**src/rtl/disp_arb_pkg.sv**
```systemverilog
// Shared types and helpers for the seven-segment display arbiter.
// Optional blank gap between grants is enabled with DISP_ARB_BLANK_EN.
package disp_arb_pkg;

  localparam int DATA_W  = 16;
  localparam int MAX_SRC = 8;
  localparam int IDX_W   = 3;

  typedef enum logic [1:0] {
    IDLE,
    SHOW,
    BLANK
  } state_t;

  function automatic logic [DATA_W-1:0] src_slice(
    input logic [MAX_SRC*DATA_W-1:0] data,
    input logic [IDX_W-1:0]          idx
  );
    return data[{idx, 4'b0000} +: DATA_W];
  endfunction

endpackage

```
**src/rtl/disp_arbiter_rr_picker.sv**
```systemverilog
// Combinational round-robin picker: first requester above ptr, with wrap.
// Reusable by any arbiter that keeps its own last-grant pointer.
module rr_picker #(
  parameter int NUM_SRC = 4,
  parameter int SW      = (NUM_SRC > 1) ? $clog2(NUM_SRC) : 1
) (
  input  logic [NUM_SRC-1:0] req,
  input  logic [SW-1:0]      ptr,
  output logic [SW-1:0]      pick,
  output logic               any_req
);

  logic [SW:0] w_t;

  // Scan from the farthest candidate down so the nearest one wins.
  always_comb begin
    pick = ptr;
    w_t  = '0;
    for (int k = NUM_SRC; k >= 1; k--) begin
      w_t = {1'b0, ptr} + (SW+1)'(k);
      if (w_t >= (SW+1)'(NUM_SRC))
        w_t = w_t - (SW+1)'(NUM_SRC);
      if (req[w_t[SW-1:0]])
        pick = w_t[SW-1:0];
    end
    any_req = |req;
  end

endmodule

```
**src/rtl/disp_arbiter.sv**
```systemverilog
// Round-robin time-sharing of the 4-digit display between requesters.
// Define DISP_ARB_BLANK_EN to insert a blank gap when the source changes.
module disp_arbiter
  import disp_arb_pkg::*;
#(
  parameter int NUM_SRC      = 4,
  parameter int DWELL_CYCLES = 100000000,
  parameter int BLANK_CYCLES = 10000000,
  parameter int SW = (NUM_SRC > 1) ? $clog2(NUM_SRC) : 1
) (
  input  logic                      clk,
  input  logic                      rst,
  input  logic [NUM_SRC-1:0]        req,
  input  logic [DATA_W*NUM_SRC-1:0] src_data,
  input  logic                      lock,
  output logic [NUM_SRC-1:0]        grant,
  output logic [DATA_W-1:0]         disp_value,
  output logic [SW-1:0]             disp_src,
  output logic                      disp_valid,
  output logic [NUM_SRC-1:0]        done
);

  // One counter serves both dwell and blank periods.
  localparam int SPAN = (DWELL_CYCLES > BLANK_CYCLES) ?
                        DWELL_CYCLES : BLANK_CYCLES;
  localparam int CW   = (SPAN > 1) ? $clog2(SPAN) : 1;
  localparam logic [CW-1:0] DWELL_LAST = CW'(DWELL_CYCLES - 1);
`ifdef DISP_ARB_BLANK_EN
  localparam logic [CW-1:0] BLANK_LAST = CW'(BLANK_CYCLES - 1);
`endif

  state_t                     r_state;
  logic [NUM_SRC-1:0]         r_grant;
  logic [SW-1:0]              r_src;
  logic [SW-1:0]              r_ptr;
  logic [CW-1:0]              r_cnt;
  logic [DATA_W-1:0]          r_value;
  logic                       r_valid;
  logic [NUM_SRC-1:0]         r_done;

  logic [SW-1:0]              w_pick;
  logic                       w_any;
  logic [NUM_SRC-1:0]         w_pick_oh;
  logic [MAX_SRC*DATA_W-1:0]  w_ext;
  logic [IDX_W-1:0]           w_idx;
  logic                       w_drop;
  logic                       w_exp;

  rr_picker #(
    .NUM_SRC (NUM_SRC),
    .SW      (SW)
  ) u_pick (
    .req     (req),
    .ptr     (r_ptr),
    .pick    (w_pick),
    .any_req (w_any)
  );

  always_comb begin
    w_pick_oh         = '0;
    w_pick_oh[w_pick] = 1'b1;
    w_ext             = '0;
    w_ext[DATA_W*NUM_SRC-1:0] = src_data;
    w_idx             = '0;
    w_idx[SW-1:0]     = r_src;
  end

  assign w_drop = ~|(req & r_grant);
  assign w_exp  = (r_cnt == DWELL_LAST) && !lock;

  always_ff @(posedge clk or negedge rst) begin
    if (!rst) begin
      r_state <= IDLE;
      r_grant <= '0;
      r_src   <= '0;
      r_ptr   <= SW'(NUM_SRC - 1);
      r_cnt   <= '0;
      r_value <= '0;
      r_valid <= 1'b0;
      r_done  <= '0;
    end else begin
      r_done <= '0;
      unique case (r_state)
        IDLE: begin
          if (w_any) begin
            r_state <= SHOW;
            r_grant <= w_pick_oh;
            r_src   <= w_pick;
            r_ptr   <= w_pick;
            r_cnt   <= '0;
            r_valid <= 1'b1;
          end
        end
        SHOW: begin
          r_value <= src_slice(w_ext, w_idx);
          if (w_drop || w_exp) begin
            // A drop wins over a coincident expiry: no done.
            if (!w_drop)
              r_done <= r_grant;
            r_cnt <= '0;
            if (!w_any) begin
              r_state <= IDLE;
              r_grant <= '0;
              r_valid <= 1'b0;
            end
`ifdef DISP_ARB_BLANK_EN
            else if (w_pick != r_src) begin
              r_state <= BLANK;
              r_grant <= '0;
              r_valid <= 1'b0;
              r_value <= '0;
            end
`endif
            else begin
              r_grant <= w_pick_oh;
              r_src   <= w_pick;
              r_ptr   <= w_pick;
            end
          end else if (!lock) begin
            r_cnt <= r_cnt + 1'b1;
          end
        end
`ifdef DISP_ARB_BLANK_EN
        BLANK: begin
          if (r_cnt == BLANK_LAST) begin
            r_cnt <= '0;
            if (w_any) begin
              r_state <= SHOW;
              r_grant <= w_pick_oh;
              r_src   <= w_pick;
              r_ptr   <= w_pick;
              r_valid <= 1'b1;
            end else begin
              r_state <= IDLE;
            end
          end else begin
            r_cnt <= r_cnt + 1'b1;
          end
        end
`endif
        default: r_state <= IDLE;
      endcase
    end
  end

  assign grant      = r_grant;
  assign disp_value = r_value;
  assign disp_src   = r_src;
  assign disp_valid = r_valid;
  assign done       = r_done;

endmodule

```
**config.mk**
```make
export PLATFORM = sky130hd
export DESIGN_NAME = disp_arbiter
export DESIGN_NICKNAME = d
export VERILOG_FILES = /design/src/rtl/disp_arb_pkg.sv /design/src/rtl/disp_arbiter_rr_picker.sv /design/src/rtl/disp_arbiter.sv
export SDC_FILE = /design/constraint.sdc
export NUM_CORES = 1
export LEC_CHECK = 0
export BUFFER_PORTS_ARGS = -buffer_cell sky130_fd_sc_hd__buf_4
export CELL_PAD_IN_SITES_DETAIL_PLACEMENT = 1
export CELL_PAD_IN_SITES_GLOBAL_PLACEMENT = 2
export CORE_ASPECT_RATIO = 0.9
export CORE_MARGIN = 10
export CORE_UTILIZATION = 35
export CTS_CLUSTER_SIZE = 8
export DETAILED_ROUTE_END_ITERATION = 6
export GPL_ROUTABILITY_DRIVEN = 0
export PLACE_DENSITY = 0.87
export SLEW_MARGIN = 20
export SYNTH_ARGS = -nofsm -noshare
export SYNTH_HDL_FRONTEND = slang
export SYNTH_SLANG_ARGS = --single-unit
```
**constraint.sdc**
```tcl
create_clock -name clk -period 6.5 [get_ports clk]
set_clock_uncertainty 0.1 [all_clocks]
set_input_delay 0.65 -clock clk [delete_from_list [all_inputs] [get_ports clk]]
set_output_delay 0.65 -clock clk [all_outputs]
set_load 0.05 [all_outputs]
```
### Yosys cells after proc, flatten, opt, wreduce, memory -nomap -nowiden

Index checks and enable logic that the tools add are counted.

* logic and storage cells: 92
* input bits: 71
* output and inout port bits: 27
* bits in registers: 58

* add/sub/neg operators: 9
* bitwise logic cells: 1
* shift operators: 1
* reduce and logical (&&, ||, !) cells: 14
* muxes and demuxes: 43
* equal/unequal tests: 6
* order comparisons: 10

Operator list (number)
* variable part select 128 x 7 -> 16 bit: 1
* two-way mux 27 bit: 3
* one-hot mux 27 bit (2 select lines): 1
* two-way mux 2 bit: 15
* adder 27 x 1 -> 27 bit, second input constant: 1
* equality test 27 bit, second input constant: 1
* two-way mux 4 bit: 6
* < comparator 2 x 3 -> 1 bit, second input constant: 5
* >= comparator 3 bit, second input constant: 4
* one-hot mux 2 bit (2 select lines): 3
* AND reduction 3 bit: 3
* binary-select mux 1 bit (select 2 bit): 4
* two-way mux 1 bit: 8
* one-hot mux 4 bit (2 select lines): 1
* OR reduction 4 bit: 2
* subtractor 2 x 1 -> 2 bit, second input constant: 4
* adder 2 x 2 -> 3 bit, second input constant: 2
* != test 2 bit, second input constant: 3
* bitwise AND 4 bit: 1
* AND reduction 4 bit: 1
* adder 2 x 1 -> 3 bit, second input constant: 1
* adder 2 x 3 -> 3 bit, second input constant: 1
* != test 3 bit, second input constant: 1
* demux 1 bit (select 2 bit): 1
* 9 further kinds: 11

### Depth between registers and ports, before layout

Gate-level depths: netlist (run 1).

* depth in word-level cells: 16
* gate-level depth with buffers: 7
* mapped depth without buffers: 6

### Hierarchy

A second synthesis (run 1) with hierarchy kept.

* cells, all modules: 300
* area, all modules: 3245.6 um^2

Modules (own cells, without submodules)
* disp_arbiter: seq. area each 1403.8 um^2, times used 1, cells each 286, area each 3163.0 um^2
* rr_picker: seq. area each 0.0 um^2, times used 1, cells each 14, area each 82.6 um^2

### Worst setup path before layout (run 1)

OpenSTA, ideal clock, no wires.

* kind: reg-to-reg
* start point: reg r_src[0], in the netlist disp_src[0]
* end point: reg r_value[10], in the netlist disp_value[10]
* arrival time: 2.022 ns
* data required time: 6.275 ns
* period minus slack after synthesis: 2.247 ns
* path slack: 4.253 ns
* cell stages (with the launch flop): 5
* path buffers: 2
* setup time: 0.125 ns
* cells stage by stage: dfrtp_1 > buf_2 > buf_2 > mux4_2 > mux2_2

* longest elaborated chain between the ends: 1

Ends and longest elaborated chain
* start, declared: line disp_arbiter.sv:34 `logic [SW-1:0] r_src;`
* start signal, assigned: line disp_arbiter.sv:88 `r_src <= w_pick;`
* start signal, assigned: line disp_arbiter.sv:116 `r_src <= w_pick;`
* variable part select 128 x 7 -> 16 bit: line disp_arb_pkg.sv:19 `return data[{idx, 4'b0000} +: DATA_W];`
* end signal, assigned: line disp_arbiter.sv:95 `r_value <= src_slice(w_ext, w_idx);`
* end, declared: line disp_arbiter.sv:37 `logic [DATA_W-1:0] r_value;`

No other way between the ends.
A chain may end at the register's enable or synchronous reset.

### Final worst setup path (run 1)

* start point: reg r_state[0]
* end point: reg r_grant[0], in the netlist grant[0]

* longest elaborated chain between the ends: 3
* elaborated cells between the ends (all ways): 7
* those cells by class: eq/ne (3); mux (1); reduce/logical (3)

Ends and longest elaborated chain
* start, declared: line disp_arbiter.sv:32 `state_t r_state;`
* start signal, assigned: line disp_arbiter.sv:73 `r_state <= IDLE;`
* start signal, assigned: line disp_arbiter.sv:86 `r_state <= SHOW;`
* start signal, assigned: line disp_arbiter.sv:102 `r_state <= IDLE;`
* equality test 2 x 1 -> 1 bit / zero test 2 bit (equally long branches): line disp_arbiter.sv:83 `unique case (r_state)`
* != test 2 bit (no source line) / nonzero test 2 bit (equally long branches)
* AND reduction 3 bit (no source line)
* end signal, assigned: line disp_arbiter.sv:87 `r_grant <= w_pick_oh;`
* end signal, assigned: line disp_arbiter.sv:115 `r_grant <= w_pick_oh;`
* end, declared: line disp_arbiter.sv:33 `logic [NUM_SRC-1:0] r_grant;`

Parallel ways exist; a longest one is shown, timed or not.

==> results of run 1 <==
## cell type report
| cell class | instances | area, µm² |
|---|---|---|
| clock buffers | 6 | 72.57 |
| clock inverters | 1 | 5.005 |
| fillers | 987 | 4641 |
| inverters | 1 | 3.754 |
| multi-input cells | 193 | 1678 |
| flip-flops and latches | 56 | 1404 |
| well taps | 119 | 148.9 |
| repair buffers | 98 | 735.7 |
## worst register-to-register path, delay by kind of cell (launching register included)
kind	cells	cell delay (ns)
flops	1	1.06
simple gates	1	0.33
compound gates	3	1.36
## where the power goes
group	internal [µW]	switching, µW	total [µW]	leakage (µW)
Sequential	430	107	537	0.000724
Combinational	302	434	736	0.000945
Clock	73.8	113	187	0.0000410
## kinds of logic after synthesis
| group | after synthesis | synth area share, % |
|---|---|---|
| AO/OA/AOI/OAI | 35 | 8.210 |
| multiplexers | 33 | 17.45 |
| AND/OR/NAND/NOR | 103 | 21.18 |
| XOR/XNOR | 21 | 5.831 |
| buffers and inverters | 15 | 2.419 |
| adder cells (fa/ha/maj) | 1 | 0.3966 |
| flip-flops | 56 | 44.51 |
## layer usage
| layer | global-route usage (%) | vias to the layer above | share of wire (%) |
|---|---|---|---|
| met5 | 0 | - | 0 |
| met4 | 4.647 | 0 | 1.5 |
| met3 | 4.830 | 10 | 7.1 |
| met2 | 26.73 | 63 | 52 |
| met1 | 15.43 | 1325 | 39 |
| li1 | - | 1178 | - |
## how the worst max path moves through the flow
| stage | startpoint | end | slack (ns) | cells past startpoint |
|---|---|---|---|---|
| finish | r_state[0] | grant[0] | 3.56 | 4 |
| global route | r_state[0] | grant[0] | 3.34 | 4 |
| CTS | r_state[0] | grant[0] | 3.51 | 4 |
| detailed placement | lock | r_cnt[2] | 3.44 | 6 |
| global placement | lock | r_cnt[3] | 3.57 | 6 |
| floorplan | disp_src[0] | disp_value[10] | 4.25 | 4 |
## cells in the mapped netlist, drive strengths merged, types with 3 or more instances
master,number,area [µm²]
nor2,28,125.1
clkbuf,6,22.52
o21ai,7,38.79
o21a,3,30.02
xnor2,21,183.9
nand2,12,45.04
nand4,8,65.06
mux2,16,180.2
dfrtp,54,1351
or4,4,37.53
nor3,8,40.04
a21oi,7,35.03
nor4b,5,58.80
nand3,6,30.03
mux4,16,360.4
and4,4,35.03
and3,5,31.28
buf,8,50.04
nor4,9,87.58
a21o,3,22.52
nor3b,6,56.31
## state kept, by name, indices dropped and copies added (netlist names)
register	cells
r_state	1
disp_value	16
done	4
disp_src	2
r_ptr	2
r_cnt	27
grant	4
## per-stage QoR
step,setup WS [ns],util [%],instance area [µm²],cells,hold WS [ns]
detailed placement,3.435,45.69,3970,467,0.4016
CTS,3.510,46.59,4048,474,0.3106
global placement,3.568,45.69,3970,467,0.3911
global route,3.338,46.59,4048,474,0.3373
finish,3.555,46.59,4048,474,0.2863
floorplan,4.253,-,3154,264,0.2544
==> results_dict.tcl, run 1 <==
set metrics [dict create \
    crit-reg2reg-launch "r_state[0]" \
    setup_tns_ns 0 \
    post-cts-setup-buffer-count 0 \
    grt_overflow_total 0 \
    maxCapViolCount 0 \
    setup_violations 0 \
    min_path_type "in2async" \
    syn_nets 336 \
    die_width_um 120.1 \
    ys_seq_elements 56 \
    crit_family "compound AO/OA/AOI/OAI gates" \
    drt-wirelength-per-cell_um 19.27 \
    ys_warn_count 0 \
    clock.fmax_mhz 339.6 \
    synth_flop_cell "dfrtp_1" \
    layout_commonest_cell "buf_4" \
    start_util_pct 36.30 \
    cts-root-buf "clkbuf_8" \
    rrSetupSlack_ns 3.56 \
    fin_nets 427 \
    dr_total_vias 2576 \
    port_buffers 97 \
    syn_area_um2 3154 \
    fin_crit_ns 2.945 \
    worst_setup_path_start_kind "flip-flop" \
    cp.arrival_ns 3.06 \
    ctsHoldBuffers 0 \
    cts_tree "done" \
    syn_to_final_growth_pct 28.32 \
    postCtsResizedCells 0 \
    drtIter0Drc 116 \
    via_per_inst 5.435 \
    finalMaxSlewViolations 0 \
    maxSlewHeadroom_pct 28.87 \
    cp_cell_sequence "a21boi_1, o21ai_1, and2_1, a32o_1" \
    critical_path.max_fanout 25 \
    die_h_um 110.1 \
    h-tree-depth 2 \
    rsz0062_at_grt "false" \
    drt-pass1-iter-count 4 \
    synth_edf_count 0 \
    power_density_nw_per_um2 360.5 \
    groute.usage.overall_pct 14.47 \
    wl_mm 9.134 \
    crit_buf_inv 0 \
    grt_start_max_net_pins 57 \
    netlist_instances 264 \
    drive_gt1_share_pct 44.79 \
    criticalPathCategory "reg2reg" \
    worstMarginPinSlew_ns 1.067 \
    grt_pass1_wl_mm 15.45 \
    most-common-layout-cells "buf_4 (98), dfrtp_1 (54), nor2_1 (22), xnor2_1 (21)" \
    clock_latency_ns 0.31 \
    rr_worst_depth 4 \
    status "finished, final reports clean" \
    critical_path.max_stage_delay_ns 1.06 \
    die_area_um2 13210 \
    postSynthAreaPerCell_um2 11.95 \
    rows 32 \
    vdd.ir_drop.worst_mv 0.1670 \
    io-pin-count 98 \
    p_leak_uw 0.001710 \
    period_share_pct 45.30 \
    antenna_cells 0 \
    ys_types 55 \
    hold_viol 0 \
    numCtsBuffers 5 \
    synth_seq_area_share_pct 44.51 \
    antenna_found_initial 0 \
    total_power_uw 1459 \
    grt_pass1_vias 2988 \
    clk_path_buf_depth 2 \
    end_kind "flip-flop" \
    clk_pin_slew_ns 0.10 \
    cp_slowest_cell "dfrtp_1" \
    coreArea_um2 8688 \
    reg2reg_to "grant[0]" \
    async_flop_share_pct 100.0 \
    dp_hpwl_mm 7.133 \
    drtAntennaViolNets 0 \
    drc 0 \
    worstPathRequired_ns 6.61 \
    cts.sinks 56 \
]
Note: power is estimated with default switching activity, not from simulation.
==> run 2: changes to the inputs <==
Settings changed: CORE_UTILIZATION 35 to 33, PLACE_DENSITY 0.87 to 0.83.
Clock period 6.5 ns to 2.9 ns, I/O delays scaled along.
==> results_dict.tcl, run 2 (synthesized netlist as in run 1, its figures left out) <==
set metrics [dict create \
    regArea_um2 1404 \
    rows 33 \
    clk_pin_slew_ns 0.10 \
    end_kind "flip-flop" \
    drt-wirelength-per-cell_um 18.39 \
    critical_path.max_fanout 15 \
    layout_commonest_cell "buf_4" \
    drive_gt1_share_pct 45.58 \
    wl_met3_um 593 \
    worstPathRequired_ns 2.99 \
    clock.fmax_mhz 409.7 \
    numCtsBuffers 5 \
    antenna_cells 0 \
    hold_viol 0 \
    top_register "r_cnt" \
    antenna_found_initial 0 \
    maxSlewHeadroom_pct 52.33 \
    worstMarginPinSlew_ns 0.7151 \
    crit_buf_inv 1 \
    syn_to_final_growth_pct 32.09 \
    met1Wirelength_mm 3.658 \
    vdd.ir_drop.worst_mv 0.3846 \
    drtAntennaViolNets 0 \
    min_path_type "in2reg" \
    cts-root-buf "clkbuf_8" \
    cts_tree "done" \
    power_density_nw_per_um2 837.7 \
    cp.arrival_ns 2.54 \
    cts.sinks 56 \
    criticalPathCategory "reg2reg" \
    setup_tns_ns 0 \
    die_width_um 123.1 \
    dr_total_vias 2568 \
    maxCapViolCount 0 \
    rsz0062_at_grt "false" \
    drt-pass1-iter-count 4 \
    via_per_inst 5.306 \
    start_util_pct 34.26 \
    fill_cells 1019 \
    fin_nets 433 \
    groute.usage.overall_pct 13.11 \
    dr.max_layer_used "met4" \
    fin_crit_ns 2.441 \
    crit_family "simple AND/OR/NAND/NOR gates" \
    cp_slowest_cell "or4_4" \
    multi_input_area_um2 1678 \
    drc 0 \
    setup_violations 0 \
    io-pin-count 98 \
    finish.utilization_pct 45.25 \
    largest_register_ffs 27 \
    grt_pass1_wl_mm 14.98 \
    port_buffers 97 \
    cp-startpoint "r_cnt[0]" \
    wl_mm 8.899 \
    drtIter0Drc 155 \
    clock_latency_ns 0.31 \
    period_share_pct 84.18 \
    routed-wl-met2_mm 4.556 \
    coreArea_um2 9208 \
    grt_overflow_total 0 \
    grt_start_max_net_pins 57 \
    rr_worst_depth 7 \
    grt_pass1_vias 2845 \
    most-common-layout-cells "buf_4 (102), dfrtp_1 (54), nor2_1 (22), xnor2_1 (21)" \
    clk_path_buf_depth 2 \
    status "finished, final reports clean" \
    critical_path.max_stage_delay_ns 0.59 \
    die_area_um2 13870 \
    dp_hpwl_mm 7.085 \
    worstSetupPathDepth 7 \
    h-tree-depth 2 \
    die_h_um 112.8 \
    cp_cell_sequence "ha_1, nand4b_1, or4_4, o21a_4, nor2_2, buf_12, nor2_1" \
    worst_setup_path_start_kind "flip-flop" \
    postCtsResizedCells 0 \
    p_leak_uw 0.001766 \
    hold_depth 2 \
    crit-reg2reg-launch "r_cnt[0]" \
    holdCritStartpoint "lock" \
    finalMaxSlewViolations 0 \
]
run 2: cell types whose count changed in the layout (fill, tap and decap cells not counted):
cell | previous run | this run
bufinv_16 | 0 | 2
buf_4 | 98 | 102
clkinv_2 | 1 | 0
dlygate4sd3_1 | 0 | 1
buf_12 | 0 | 1
run 2: layer usage:
layer | track usage (%) | vias to the layer above
met4 | 3.026 | 0
met2 | 22.08 | 60
met5 | 0 | -
met1 | 16.10 | 1302
li1 | - | 1199
met3 | 3.926 | 7
run 2: final cells by class:
class / count / share of cell area [%]
Inverter: 1 / 0.09009
Clock inverter: 2 / 1.441
Timing Repair Buffer: 104 / 19.10
Clock buffer: 6 / 1.742
Tap cell: 122 / 3.664
Sequential cell: 56 / 33.69
Multi-Input combinational cell: 193 / 40.27
run 2: worst paths after layout:
| kind | endpoint | slack, ns |
|---|---|---|
| hold reg to reg | disp_value[10] | 0.42 |
| hold / removal | r_cnt[0] | 0.11 |
| setup reg to reg | r_cnt[14] | 0.46 |
| max in group asynchronous | r_cnt[23] | 1.75 |
| setup / recovery | r_cnt[14] | 0.46 |
| min in group asynchronous | disp_value[10] | 0.48 |
run 2: metrics by stage:
| step | worst slack, ns | hold slack, ns | power [µW] | cell area [µm²] | cells |
|---|---|---|---|---|---|
| 2_1_floorplan | 0.6531 | -0.1056 | 2360 | 3154 | 264 |
| 3_3_place_gp | 0.5417 | 0.2943 | 2909 | 4024 | 475 |
| 3_5_place_dp | 0.4600 | 0.3023 | 2934 | 4024 | 475 |
| 4_1_cts | 0.4420 | 0.1136 | 3549 | 4167 | 484 |
| 5_1_grt | 0.2949 | 0.1131 | 3705 | 4167 | 484 |
| 6_report | 0.4589 | 0.1133 | 3490 | 4167 | 484 |
run 2: worst register-to-register path: stages, from the launching register on:
cell      delay (ns)
dfrtp_1         0.42
ha_1            0.22
nand4b_1        0.20
or4_4           0.59
o21a_4          0.24
nor2_2          0.31
buf_12          0.20
nor2_1          0.06
run 2: repair_timing:
item | CTS | global route
hold buffers | 1 | 0
setup buffers | 0 | 0
hold endpoints to repair | 54 | 0
run 2: power breakdown:
part | switching, µW | internal [µW] | leakage, µW
logic | 1040 | 720 | 0.000976
clock network | 254 | 345 | 0.0000654
registers | 170 | 965 | 0.000724
total | 1460 | 2030 | 0.00177
